$ cat config.mk
export PLATFORM = sky130hd
export DESIGN_NAME = uart_tx_apb_flat
export DESIGN_NICKNAME = d
export VERILOG_FILES = /design/src/rtl/uart_tx_apb_if.sv /design/src/rtl/uart_tx_apb.sv /design/src/flat_wrapper.sv
export SDC_FILE = /design/constraint.sdc
export NUM_CORES = 1
export LEC_CHECK = 0
export BUFFER_PORTS_ARGS = -buffer_cell sky130_fd_sc_hd__buf_4
export CAP_MARGIN = 20
export CORE_UTILIZATION = 40
export DETAILED_ROUTE_END_ITERATION = 8
export PLACE_DENSITY_LB_ADDON = 0.3
export RECOVER_POWER = 50
export SYNTH_ARGS = -nofsm -noshare
export SYNTH_HDL_FRONTEND = slang
export SYNTH_SLANG_ARGS = --single-unit
$ cat constraint.sdc
create_clock -name PCLK -period 1.7 [get_ports PCLK]
set_clock_uncertainty 0.15 [all_clocks]
set_input_delay 0.34 -clock PCLK [delete_from_list [all_inputs] [get_ports PCLK]]
set_output_delay 0.34 -clock PCLK [all_outputs]
set_load 0.1 [all_outputs]
$ cat src/rtl/uart_tx_apb_if.sv
// APB3 slave-side signal bundle for the UART transmitter.
// The master modport is used by whoever drives the bus (CPU bridge or bench).
// The slave modport is used by uart_tx_apb.
interface uart_tx_apb_if;
  logic [31:0] PADDR;
  logic        PSEL;
  logic        PENABLE;
  logic        PWRITE;
  logic [31:0] PWDATA;
  logic        PREADY;
  logic [31:0] PRDATA;
  logic        PSLVERR;

  modport master (
    output PADDR, PSEL, PENABLE, PWRITE, PWDATA,
    input  PREADY, PRDATA, PSLVERR
  );

  modport slave (
    input  PADDR, PSEL, PENABLE, PWRITE, PWDATA,
    output PREADY, PRDATA, PSLVERR
  );
endinterface

$ cat src/rtl/uart_tx_apb.sv
// APB-slave UART transmitter (8N1 by default).
//
// A one-entry holding register is written over APB.
// A bit-level FSM moves the byte into a shift register and serialises it on
// Tx, LSB first, timed by the shared oversampled baud tick.
//
// Handshake: an APB transfer is in its access phase when PSEL & PENABLE. It
// completes on the rising PCLK edge where PREADY is high in that phase.
// PRDATA and PSLVERR are only meaningful in the completing cycle.
// A TXDATA write is the only access that can see PREADY low. It is held
// off while the holding register is full, and released in the same cycle
// the FSM drains the register.
module uart_tx_apb #(
  parameter int          DATA_BITS   = 8,
  parameter int          OVERSAMPLE  = 16,
  parameter logic [31:0] ADDR_TXDATA = 32'h0001,
  parameter logic [31:0] ADDR_STATUS = 32'h0003
) (
  input  logic         PCLK,
  input  logic         PRESET,
  input  logic         tick,
  uart_tx_apb_if.slave apb,
  output logic         Tx,
  output logic         TX_Done,
  output logic [1:0]   state_dbg
);

  localparam int CW = (OVERSAMPLE > 1) ? $clog2(OVERSAMPLE) : 1;
  localparam int BW = (DATA_BITS > 1) ? $clog2(DATA_BITS) : 1;
  localparam logic [CW-1:0] CNT_MAX = CW'(OVERSAMPLE - 1);
  localparam logic [BW-1:0] BIT_MAX = BW'(DATA_BITS - 1);

  typedef enum logic [1:0] {
    S_IDLE  = 2'd0,
    S_START = 2'd1,
    S_DATA  = 2'd2,
    S_STOP  = 2'd3
  } state_t;

  state_t                 state;
  logic [CW-1:0]          tick_cnt;
  logic [BW-1:0]          bit_cnt;
  logic [DATA_BITS-1:0]   shift_q;
  logic [DATA_BITS-1:0]   hold_data;
  logic                   hold_full;
  logic                   tx_q;
  logic                   done_q;

  logic access;
  logic hit_tx;
  logic hit_st;
  logic wr_tx;
  logic rd_st;
  logic bad_acc;
  logic bit_end;
  logic load;
  logic wr_fire;
  logic busy;

  // PWDATA bits above the payload width carry no meaning for this block.
  logic unused_pwdata;
  assign unused_pwdata = ^apb.PWDATA[31:DATA_BITS];

  // Bus decode and holding-register control, all combinational.
  always_comb begin
    access  = apb.PSEL & apb.PENABLE;
    hit_tx  = (apb.PADDR == ADDR_TXDATA);
    hit_st  = (apb.PADDR == ADDR_STATUS);
    wr_tx   = access & apb.PWRITE & hit_tx;
    rd_st   = access & ~apb.PWRITE & hit_st;
    bad_acc = access & ((~hit_tx & ~hit_st) | (~apb.PWRITE & hit_tx));
    busy    = (state != S_IDLE);
    bit_end = tick & (tick_cnt == CNT_MAX);
    // The FSM drains the holding register from IDLE, or straight out of the
    // stop bit for back-to-back frames.
    load    = hold_full & ((state == S_IDLE) | ((state == S_STOP) & bit_end));
    // A write to a full register lands in the cycle the FSM drains it.
    wr_fire = wr_tx & (~hold_full | load);
  end

  // APB response outputs; held at their reset values while PRESET is high.
  always_comb begin
    apb.PREADY  = 1'b1;
    apb.PRDATA  = 32'h0;
    apb.PSLVERR = 1'b0;
    if (!PRESET) begin
      apb.PREADY  = ~(wr_tx & hold_full & ~load);
      apb.PRDATA  = rd_st ? {30'b0, hold_full, busy} : 32'h0;
      apb.PSLVERR = bad_acc;
    end
  end

  // Holding register: filled by APB writes, emptied when the FSM loads it.
  always_ff @(posedge PCLK) begin
    if (PRESET) begin
      hold_full <= 1'b0;
      hold_data <= '0;
    end else if (wr_fire) begin
      hold_data <= apb.PWDATA[DATA_BITS-1:0];
      hold_full <= 1'b1;
    end else if (load) begin
      hold_full <= 1'b0;
    end
  end

  // Frame FSM; Tx and TX_Done are registered so the line never glitches.
  always_ff @(posedge PCLK) begin
    if (PRESET) begin
      state    <= S_IDLE;
      tick_cnt <= '0;
      bit_cnt  <= '0;
      shift_q  <= '0;
      tx_q     <= 1'b1;
      done_q   <= 1'b0;
    end else begin
      done_q <= 1'b0;
      case (state)
        S_IDLE: begin
          // The start bit begins on this edge, unaligned to tick.
          if (hold_full) begin
            shift_q  <= hold_data;
            tick_cnt <= '0;
            bit_cnt  <= '0;
            tx_q     <= 1'b0;
            state    <= S_START;
          end
        end
        S_START: begin
          if (tick) begin
            if (tick_cnt == CNT_MAX) begin
              tick_cnt <= '0;
              tx_q     <= shift_q[0];
              state    <= S_DATA;
            end else begin
              tick_cnt <= tick_cnt + 1'b1;
            end
          end
        end
        S_DATA: begin
          if (tick) begin
            if (tick_cnt == CNT_MAX) begin
              tick_cnt <= '0;
              if (bit_cnt == BIT_MAX) begin
                tx_q  <= 1'b1;
                state <= S_STOP;
              end else begin
                shift_q <= shift_q >> 1;
                tx_q    <= shift_q[1];
                bit_cnt <= bit_cnt + 1'b1;
              end
            end else begin
              tick_cnt <= tick_cnt + 1'b1;
            end
          end
        end
        S_STOP: begin
          if (tick) begin
            if (tick_cnt == CNT_MAX) begin
              tick_cnt <= '0;
              done_q   <= 1'b1;
              if (hold_full) begin
                // Back-to-back frame: no idle gap after the stop bit.
                shift_q <= hold_data;
                bit_cnt <= '0;
                tx_q    <= 1'b0;
                state   <= S_START;
              end else begin
                state <= S_IDLE;
              end
            end else begin
              tick_cnt <= tick_cnt + 1'b1;
            end
          end
        end
        default: begin
          state <= S_IDLE;
          tx_q  <= 1'b1;
        end
      endcase
    end
  end

  assign Tx        = tx_q;
  assign TX_Done   = done_q;
  assign state_dbg = state;

endmodule

$ cat src/flat_wrapper.sv
// flat-port wrapper written by rule: the top's interface ports become plain ports
module uart_tx_apb_flat 
#(
  parameter int          DATA_BITS   = 8,
  parameter int          OVERSAMPLE  = 16,
  parameter logic [31:0] ADDR_TXDATA = 32'h0001,
  parameter logic [31:0] ADDR_STATUS = 32'h0003
)
  (PCLK, PRESET, tick, Tx, TX_Done, state_dbg, apb_PADDR, apb_PSEL, apb_PENABLE, apb_PWRITE, apb_PWDATA, apb_PREADY, apb_PRDATA, apb_PSLVERR);
  uart_tx_apb_if apb_i ();
  input  logic PCLK;
  input  logic PRESET;
  input  logic tick;
  output logic Tx;
  output logic TX_Done;
  output logic [1:0] state_dbg;
  input wire logic [$bits(apb_i.PADDR)-1:0] apb_PADDR;
  input wire logic [$bits(apb_i.PSEL)-1:0] apb_PSEL;
  input wire logic [$bits(apb_i.PENABLE)-1:0] apb_PENABLE;
  input wire logic [$bits(apb_i.PWRITE)-1:0] apb_PWRITE;
  input wire logic [$bits(apb_i.PWDATA)-1:0] apb_PWDATA;
  output wire logic [$bits(apb_i.PREADY)-1:0] apb_PREADY;
  output wire logic [$bits(apb_i.PRDATA)-1:0] apb_PRDATA;
  output wire logic [$bits(apb_i.PSLVERR)-1:0] apb_PSLVERR;
  assign apb_i.PADDR = apb_PADDR;
  assign apb_i.PSEL = apb_PSEL;
  assign apb_i.PENABLE = apb_PENABLE;
  assign apb_i.PWRITE = apb_PWRITE;
  assign apb_i.PWDATA = apb_PWDATA;
  assign apb_PREADY = apb_i.PREADY;
  assign apb_PRDATA = apb_i.PRDATA;
  assign apb_PSLVERR = apb_i.PSLVERR;
  uart_tx_apb #(.DATA_BITS(DATA_BITS), .OVERSAMPLE(OVERSAMPLE), .ADDR_TXDATA(ADDR_TXDATA), .ADDR_STATUS(ADDR_STATUS)) u_core (.PCLK(PCLK), .PRESET(PRESET), .tick(tick), .apb(apb_i), .Tx(Tx), .TX_Done(TX_Done), .state_dbg(state_dbg));
endmodule
Word level (Yosys, flattened, before mapping)
Index checks and enable logic that the tools add are counted.
{"block": "word_totals", "word_cells": 106, "register_bits": 28, "output_inout_bits": 38}
{"block": "op_classes", "n_bitwise": 25, "n_addsub": 2, "n_mux": 44, "eq_ne": 17, "n_reduce_logical": 10}
{"op": "8-bit two-way mux", "count": 6}
{"op": "32-bit by 1-bit == test with 1-bit output (second input constant)", "count": 1}
{"op": "32-bit by 2-bit == test with 1-bit output (second input constant)", "count": 1}
{"op": "32-bit two-way mux", "count": 1}
{"op": "8-bit case mux with 3 select lines", "count": 1}
{"op": "2-bit two-way mux", "count": 9}
{"op": "3-bit two-way mux", "count": 6}
{"op": "1-bit AND", "count": 14}
{"op": "1-bit two-way mux", "count": 14}
{"op": "4-bit two-way mux", "count": 3}
{"op": "2-bit by 1-bit inequality test with 1-bit output (second input constant)", "count": 6}
{"op": "6-bit AND reduction", "count": 2}
{"op": "3-bit case mux with 3 select lines", "count": 1}
{"op": "2-bit inequality test (second input constant)", "count": 4}
{"op": "1-bit inverter", "count": 8}
{"op": "2-bit case mux with 4 select lines", "count": 1}
{"op": "4-bit case mux with 2 select lines", "count": 1}
{"op": "8-bit AND reduction", "count": 1}
{"op": "3-bit OR reduction", "count": 2}
{"op": "4-bit by 1-bit adder with 4-bit output (second input constant)", "count": 1}
{"op": "2-bit == test (second input constant)", "count": 2}
{"op": "4-bit == test (second input constant)", "count": 1}
{"op": "1-bit case mux with 4 select lines", "count": 1}
{"op": "2-bit nonzero test", "count": 2}
{"op": "7 further kinds", "count": 9}

Depth between registers and ports, before layout
Gate-level depths: netlist (run 1).
{"block": "logic_depth", "depth_word": 9, "ltp_mapped": 8, "mapped_depth_nobuf": 6}

Least setup slack after synthesis (run 1)
Ideal clock, no wire load.
{"block": "synth_path", "path_kind": "register -> output", "from": "register u_core.state[0] (netlist: u_core.state_dbg[0])", "to": "output port apb_PREADY", "setup_slack_ps": -1300, "stages_incl_launch_ff": 7, "t_arrival_ps": 2510, "cell_sequence": "dfxtp_1 inv_1 ha_1 nor2b_1 o21ai_0 nor2_1 nand3_1"}
{"block": "synth_between", "elab_chain_cells": 8, "elab_cells_between_ends": 9, "classes_between": "1 x eq/ne; 1 x mux; 6 x bitwise; 1 x reduce/logical"}
{"element": "start, declared", "line": "uart_tx_apb.sv:40", "rtl": "state_t state;"}
{"element": "start signal, assigned", "line": "uart_tx_apb.sv:109", "rtl": "state <= S_IDLE;"}
{"element": "start signal, assigned", "line": "uart_tx_apb.sv:125", "rtl": "state <= S_START;"}
{"element": "start signal, assigned", "line": "uart_tx_apb.sv:133", "rtl": "state <= S_DATA;"}
{"element": "2-bit == test", "line": "uart_tx_apb.sv:76", "rtl": "load = hold_full & ((state == S_IDLE) | ((state == S_STOP) & bit_end));"}
{"element": "1-bit AND", "line": "uart_tx_apb.sv:76"}
{"element": "1-bit OR (*)", "line": "uart_tx_apb.sv:76"}
{"element": "1-bit AND (*)", "line": "uart_tx_apb.sv:76"}
{"element": "1-bit inverter (*)", "line": "uart_tx_apb.sv:87", "rtl": "apb.PREADY = ~(wr_tx & hold_full & ~load);"}
{"element": "1-bit AND (*)", "line": "uart_tx_apb.sv:87"}
{"element": "1-bit inverter (*)", "line": "uart_tx_apb.sv:87"}
{"element": "1-bit two-way mux (*)", "line": "uart_tx_apb.sv:86", "rtl": "if (!PRESET) begin"}
{"element": "end, declared", "line": "flat_wrapper.sv:22", "rtl": "output wire logic [$bits(apb_i.PREADY)-1:0] apb_PREADY;"}
Mark *: on every way between the ends. The rest lies on a longest branch, timed or not.

Worst setup path after layout (run 1)
{"block": "layout_path", "from": "input port apb_PADDR[25]", "to": "output port apb_PRDATA[0]"}
{"block": "layout_between", "elab_chain_cells": 4}
{"element": "start, declared", "line": "flat_wrapper.sv:17", "rtl": "input wire logic [$bits(apb_i.PADDR)-1:0] apb_PADDR;"}
{"element": "32-bit by 2-bit == test with 1-bit output", "line": "uart_tx_apb.sv:68", "rtl": "hit_st = (apb.PADDR == ADDR_STATUS);"}
{"element": "1-bit AND", "line": "uart_tx_apb.sv:70", "rtl": "rd_st = access & ~apb.PWRITE & hit_st;"}
{"element": "2-bit two-way mux", "line": "uart_tx_apb.sv:88", "rtl": "apb.PRDATA = rd_st ? {30'b0, hold_full, busy} : 32'h0;"}
{"element": "32-bit two-way mux", "line": "uart_tx_apb.sv:86"}
{"element": "end, declared", "line": "flat_wrapper.sv:23", "rtl": "output wire logic [$bits(apb_i.PRDATA)-1:0] apb_PRDATA;"}
No other way between the ends.

==> results of run 1 <==
==> critical path: stages <==
cell     delay (ns)
buf_6          0.09
nor4_4         0.28
nand4_1        0.21
nor2_4         0.17
and4b_4        0.25
buf_12         0.17
==> power breakdown <==
part / switching, W / internal (W)
sequential: 0.0000000000000455 / 0.000652
combinational: 0.000360 / 0.000104
clock: 0.000221 / 0.000257
==> state kept, by name, summed over array words and instances, names as in the netlist <==
name              count
u_core.hold_data      8
u_core.shift_q        8
u_core.tick_cnt       4
u_core.bit_cnt        3
u_core.state_dbg      2
u_core.TX_Done        1
u_core.Tx             1
u_core.hold_full      1
==> through the flow <==
| step | area, µm² | worst slack (ns) |
|---|---|---|
| final | 3269 | -0.3040 |
| after global placement | 2793 | -0.4078 |
| after detailed placement | 2793 | -0.4312 |
| after CTS | 3074 | -0.3357 |
| after global routing | 3269 | -0.3649 |
| after floorplan | 2313 | -0.2814 |
==> timing repair <==
item,in CTS,in global routing
cloned,1,0
hold buffers,0,0
buffers inserted,7,13
gates resized for setup,42,28
hold endpoints to repair,0,0
setup endpoints to repair,27,29
pin swaps,21,18
==> area by class of cell <==
class                      instances  share of cell area
timing repair buffer             108              0.2863
tap                               67             0.02564
multi-input combinational        172              0.4765
clock buffer                       4             0.02028
sequential                        28              0.1753
inverter                          12             0.01607
==> kinds of logic (layout without fill, tap and decap cells) <==
kind of cell,Yosys count,in the layout,synth area share
mux,20,20,0.1066
flops,28,28,0.2861
fa+ha+maj,8,8,0.05109
compound gates,31,31,0.1418
other cells,1,30,0.001914
xor+xnor,1,1,0.004471
buf+inv,51,124,0.1641
simple gates,81,82,0.2439
==> metal layers <==
layer  up-vias  global-route usage
li1        936                   -
met1       888              0.2316
met2        52              0.3543
met3        12             0.03194
met4         0             0.04793
met5         -                   0
==> cell usage in the layout, fill, tap and decap left out, types with 3 or more instances in the layout <==
| cell type | instances |
|---|---|
| dfxtp_1 | 22 |
| nand3_1 | 3 |
| nand4_1 | 4 |
| mux2i_1 | 13 |
| nor3_1 | 3 |
| nand2_1 | 26 |
| ha_4 | 7 |
| inv_1 | 8 |
| buf_12 | 5 |
| buf_4 | 80 |
| buf_6 | 19 |
| a21oi_1 | 4 |
| clkbuf_8 | 3 |
| inv_4 | 3 |
| nor2_2 | 3 |
| conb_1 | 30 |
| nor2_1 | 6 |
| mux2_4 | 3 |
| a211oi_2 | 11 |
| nor2_4 | 4 |
| nor4_4 | 4 |
| nor2b_4 | 3 |
| dfxtp_2 | 4 |
| mux2_2 | 4 |
==> worst max path at each step <==
stage                   from            end  slack [ns]
6_report       apb_PADDR[25]  apb_PRDATA[0]       -0.30
5_1_grt        apb_PADDR[20]  apb_PRDATA[0]       -0.36
4_1_cts        apb_PADDR[26]  apb_PRDATA[0]       -0.34
3_5_place_dp   apb_PADDR[25]  apb_PRDATA[0]       -0.43
3_3_place_gp   apb_PADDR[25]  apb_PRDATA[0]       -0.41
2_1_floorplan   apb_PADDR[3]  apb_PRDATA[0]       -0.28
==> implementation parameters, run 1 <==
Parameter                              Value

Global routing
  Vias in the first global route    1740
  Wire length of the first global-routing pass    around 7900 µm
  Leftover overflow at the end of global routing    0
  Antenna violations before repair    0
  Pin count of the biggest net entering global routing    28
  Global-route usage over all layers    0.1922

Place
  Post-placement cell count    between 300 and 400
  Routability cong.    0.8355
  Half-perimeter wire length of the detailed placement result    3529 µm
  Port Buffers    53

Yosys
  Share of the synthesized area in the top cell type    0.2861
  Cell type contributing the most total cell area after synthesis    dfxtp_1
  Syn avg cell area    8.866 µm²
  Unique cell type count in the Yosys netlist    43
  Most used standard cell by instance count after synthesis    buf_4
  Sequential fraction of the synthesis area    0.2861
  #FFs+latches synth    28
  Ranking of synthesized cells by area    dfxtp_1, buf_4, mux2i_1
  Most used DFF post-synth    dfxtp_1
  Post-synthesis instance total    221
  Combined area of all synthesized cells    0.001959 mm²
  Post-synthesis async set-or-reset flop share    0
  Count of flip-flops with a built-in enable after synthesis    0
  Count of synthesis-stage warnings from yosys    0
  Commonest cells post-synth    buf_4, dfxtp_1, nand2_1

Drt
  Via-to-Cell Ratio    4.829
  First-pass iteration count of the detailed router    5
  Highest routing layer actually used    met4
  Drt first-iter violations    between 50 and 60
  Detailed route wirelength on metal3    177 µm
  Average routed wire per standard cell    13.40 µm
  Via Count    1888
  Wire length on met2    2758 µm
  Residual DRC count    0
  M1 wire length    2221 µm
  Antenna-violating nets left    0
  Sum of routed wire length over all layers    5240 µm

Timing
  Total negative slack for setup checks    -3.430 ns
  Count of endpoints failing hold in the final timing report    0
  Actual slew at the worst max-slew pin    0.5447 ns
  Peak Freq    between 0.4 and 0.5 GHz
  Final Cycle Share    1.179
  Worst hold margin    0.1516 ns
  # setup viols final    26
  Slew headroom    0.6384
  Max-slew violation total from the final report    0
  Period minus WS final    2.004 ns
  RSZ-0062 raised after global routing    true
  Worst path setup slack after routing    -0.3040 ns

Die
  Floorplan die height    71.99 µm
  Number of ports placed on the die boundary    around 110
  Site row count    25
  Die Outline Area    0.005183 mm²
  Initial core utilization    0.4148
  Core area    0.004723 mm²
  DIE WIDTH    between 70 and 80 µm

Critical path
  Reg2reg setup slack    -0.14 ns
  Length in cells of the worst reg-to-reg path    9
  CP Data Required Time    1.21 ns
  Crit-path max FO    4
  Crit Reg-Reg Startpoint    u_core.state_dbg[0]
  Worst EP arrival    between 1.5 and 2 ns
  Worst setup path category    in2out
  Capture instance of the worst register-to-register path    u_core.shift_q[5]
  CP startpoint kind    input port
  Sort of element at the end of the critical path    output port

Power
  Worst ir drop on vdd    about 420 µV
  Power per Cell Area    487.4 mW/mm²
  Leakage power    between 1 and 1.5 nW
  Design Power    0.001594 W

Layout
  Final core utilization    0.6922
  Antenna diode instance count    0
  Area added between synthesis and finish    66.86%
  Fill cells    355
  Flip-flop and latch area    573.1 µm²
  Nets    about 400
  Area of the multi-input gates    0.001558 mm²
  Fin cells    391
  Layout cells sized above 1    0.5772

CTS
  Later-pin clock latency in the skew report    roughly 0.28 ns
  Clock edge transition at the registers on the reported setup and hold paths    0.10 ns
  Total CTS buffers    3
  Clock Tree Buf Depth    2
  CTS Root Buffer Type    clkbuf_8
  TritonCTS sink count    28
  CTS H-tree lvls    1
  Clock tree from TritonCTS    yes

Min path
  Cell depth of the worst hold path    3
  Startpoint of the most critical hold path    apb_PWDATA[2]
  Worst hold path type    in2reg
  Capture endpoint of the worst hold path    u_core.hold_data[2]

Run
  Number of maximum-capacitance violations    0

Outcome
  Result of the run    complete, but fails checks
  Violations in the final reports    setup timing
Power figures use the tool's default switching activity.
==> inputs of run 2 (changes only) <==
--- a/config.mk
+++ b/config.mk
@@ -7,7 +7,7 @@
 export LEC_CHECK = 0
 export BUFFER_PORTS_ARGS = -buffer_cell sky130_fd_sc_hd__buf_4
 export CAP_MARGIN = 20
-export CORE_UTILIZATION = 40
+export CORE_UTILIZATION = 45
 export DETAILED_ROUTE_END_ITERATION = 8
 export PLACE_DENSITY_LB_ADDON = 0.3
 export RECOVER_POWER = 50
==> constraint.sdc (replaced) <==
create_clock -name PCLK -period 2.3 [get_ports PCLK]
set_clock_uncertainty 0.15 [all_clocks]
set_input_delay 0.46 -clock PCLK [delete_from_list [all_inputs] [get_ports PCLK]]
set_output_delay 0.46 -clock PCLK [all_outputs]
set_load 0.1 [all_outputs]
==> run 2 against run 1 <==
Compared with the run above: hold slack better by 0.13 ns; first-iteration DRC count up 16%; register-to-register slack better by 0.38 ns; final area down 21%; clock power down 27%; the run now ends clean; sequential share of layout area up 4.6 points; non-clock buffer count down 41; largest power group unchanged; count of clock-buffer cells in the layout unchanged; largest cell class unchanged; global-route usage down 1.8 points.
==> implementation parameters, run 2 (synthesis results as in run 1) <==
Parameter                              Value

Outcome
  Result of the run    finished clean (was complete, but fails checks)

Drt
  Residual DRC count    0 (unchanged)
  Antenna-violating nets left    0 (unchanged)
  Average routed wire per standard cell    12.28 µm (was 13.40 µm)
  Via-to-Cell Ratio    5.039 (was 4.829)
  Via Count    1673 (was 1888)
  First-pass iteration count of the detailed router    4 (was 5)
  Sum of routed wire length over all layers    4077 µm (was 5240 µm)
  Drt first-iter violations    64 (was 55)

CTS
  Clock Tree Buf Depth    2 (unchanged)
  Clock tree from TritonCTS    yes (unchanged)
  Number of hold buffers added after cts    0 (unchanged)
  CTS Root Buffer Type    clkbuf_8 (unchanged)
  TritonCTS sink count    28 (unchanged)
  Clock edge transition at the registers on the reported setup and hold paths    0.09 ns (was 0.10 ns)
  Later-pin clock latency in the skew report    0.28 ns (about the same)
  CTS H-tree lvls    1 (unchanged)
  Total CTS buffers    3 (unchanged)

Power
  Internal cell power    0.0007409 W (was 0.001013 W)
  Sequential cell fraction of total power    0.416 (was 0.409)
  Total net switching power    0.0004170 W (was 0.0005810 W)
  Clock group share of total power    0.299 (about the same)
  Power per Cell Area    450.3 mW/mm² (was 487.4 mW/mm²)
  Worst ir drop on vdd    242.6 µV (was 417.0 µV)
  Share of total power in combinational logic    0.285 (was 0.291)
  Design Power    0.001158 W (was 0.001594 W)
  Net switching share of the total power    0.3601 (was 0.3646)
  Leakage power    1.020 nW (was 1.295 nW)

Place
  DP Area    0.002384 mm² (was 0.002793 mm²)
  Routability cong.    0.7786 (was 0.8355)
  Post-placement setup slack    -0.1306 ns (was -0.4312 ns)
  Half-perimeter wire length of the detailed placement result    2974 µm (was 3529 µm)
  Port Buffers    53 (unchanged)

Critical path
  Worst setup path category    in2out (unchanged)
  Worst EP arrival    1.68 ns (was 1.51 ns)
  CP Data Required Time    1.69 ns (was 1.21 ns)
  Crit-path max FO    3 (was 4)
  Capture instance of the worst register-to-register path    u_core.bit_cnt[1] (was u_core.shift_q[5])
  Crit Reg-Reg Startpoint    u_core.tick_cnt[1] (was u_core.state_dbg[0])
  CP startpoint kind    input port (unchanged)
  Critical path startpoint    apb_PADDR[2] (was apb_PADDR[25])
  Reg2reg setup slack    0.24 ns (was -0.14 ns)
  Sort of element at the end of the critical path    output port (unchanged)
  Length in cells of the worst reg-to-reg path    5 (was 9)

Timing
  Actual slew at the worst max-slew pin    0.5485 ns (was 0.5447 ns)
  RSZ-0062 raised after global routing    true (unchanged)
  Period minus WS final    2.286 ns
  Peak Freq    0.4374 GHz
  Max-slew violation total from the final report    0 (unchanged)
  # setup viols final    0 (was 26)
  Slew headroom    0.6359 (was 0.6384)
  Final Cycle Share    0.9941
  Count of endpoints failing hold in the final timing report    0 (unchanged)
  Worst path setup slack after routing    0.01354 ns (was -0.3040 ns)

Die
  Number of ports placed on the die boundary    108 (unchanged)
  DIE WIDTH    67.99 µm (was 71.99 µm)
  Floorplan die height    67.99 µm (was 71.99 µm)
  Die Outline Area    0.004622 mm² (was 0.005183 mm²)
  Initial core utilization    0.4795 (was 0.4148)
  Site row count    23 (was 25)
  Core area    0.004086 mm² (was 0.004723 mm²)

Global routing
  Global-route usage over all layers    0.1745 (was 0.1922)
  Met2 Track Usage GR    0.3199 (was 0.3543)
  Busiest metal layer after global routing    met2 (unchanged)
  Antenna violations before repair    0 (unchanged)
  Leftover overflow at the end of global routing    0 (unchanged)
  Wire length of the first global-routing pass    6279 µm (was 7928 µm)
  Met3 track demand over resource    0.02167 (was 0.03194)
  Pin count of the biggest net entering global routing    28 (unchanged)
  Vias in the first global route    1508 (was 1740)
  Grt met1 use    0.2109 (was 0.2316)

Layout
  Highest-count cells in the layout ignoring fill and taps    buf_4, conb_1, nand2_1 (unchanged)
  Nets    361 (was 403)
  Top Registers    u_core.hold_data: 8 flops, u_core.shift_q: 8 flops, u_core.tick_cnt: 4 flops (unchanged)
  Layout cells sized above 1    0.4007 (was 0.5772)
  Area added between synthesis and finish    31.23% (was 66.86%)
  Antenna diode instance count    0 (unchanged)
  Most frequent standard cell in the layout excluding fill and tap cells    buf_4 (unchanged)
  Cell area after layout    0.002571 mm² (was 0.003269 mm²)

Min path
  Startpoint of the most critical hold path    apb_PWDATA[1] (was apb_PWDATA[2])
  Worst hold path type    in2reg (unchanged)
  Cell depth of the worst hold path    3 (unchanged)
  Capture endpoint of the worst hold path    u_core.hold_data[1] (was u_core.hold_data[2])

Run
  Number of maximum-capacitance violations    0 (unchanged)
## run 2: final cells by class
class                           instances  area (µm²)
Fill cell                             349        1515
Multi-Input combinational cell        171        1271
Sequential cell                        28       569.3
Timing Repair Buffer                   67       556.8
Clock buffer                            4       66.31
Tap cell                               50       62.56
Inverter                               12       45.04
## run 2: metal layers
metal / vias to the layer above / share of wire
li1: 849 / -
met2: 59 / 0.50
met1: 760 / 0.43
met5: - / 0
met3: 5 / 0.063
met4: 0 / 0.0091
## run 2: what timing repair did
action                     4_1_cts  5_1_grt
pin swaps                        1        7
setup endpoints to repair        4        5
gates resized for setup         12       16
buffers inserted                 1        2
cloned                           0        0
## run 2: stage by stage
stage | util | setup TNS, ns | cells | hold slack [ns]
floorplan | - | 0 | 250 | 0.2813
global placement | 0.5833 | -0.4395 | 325 | 0.2912
finish | 0.6292 | 0 | 332 | 0.2782
CTS | 0.6145 | 0 | 330 | 0.2710
global route | 0.6292 | -0.09958 | 332 | 0.2636
detailed placement | 0.5833 | -0.3805 | 325 | 0.2946
## run 2: worst max-delay path, stage by stage
cell	delay, ns
buf_6	0.09
nor4b_4	0.28
nand4_1	0.22
nor2_4	0.18
and4b_4	0.26
buf_12	0.17
## run 2: worst max path at each step
stage / end / slack [ns]
floorplan: apb_PRDATA[0] / 0.006
global placement: apb_PRDATA[0] / -0.15
detailed placement: apb_PRDATA[0] / -0.13
CTS: apb_PREADY / 0.02
global route: apb_PRDATA[0] / -0.04
finish: apb_PRDATA[0] / 0.01
## run 2: power by group through the flow
stage	combinational (W)	sequential [W]	clock, W
2_1_floorplan	0.000282	0.000493	0
3_3_place_gp	0.000314	0.000493	0
3_5_place_dp	0.000315	0.000493	0
4_1_cts	0.000320	0.000482	0.000354
5_1_grt	0.000344	0.000482	0.000378
6_report	0.000330	0.000482	0.000346
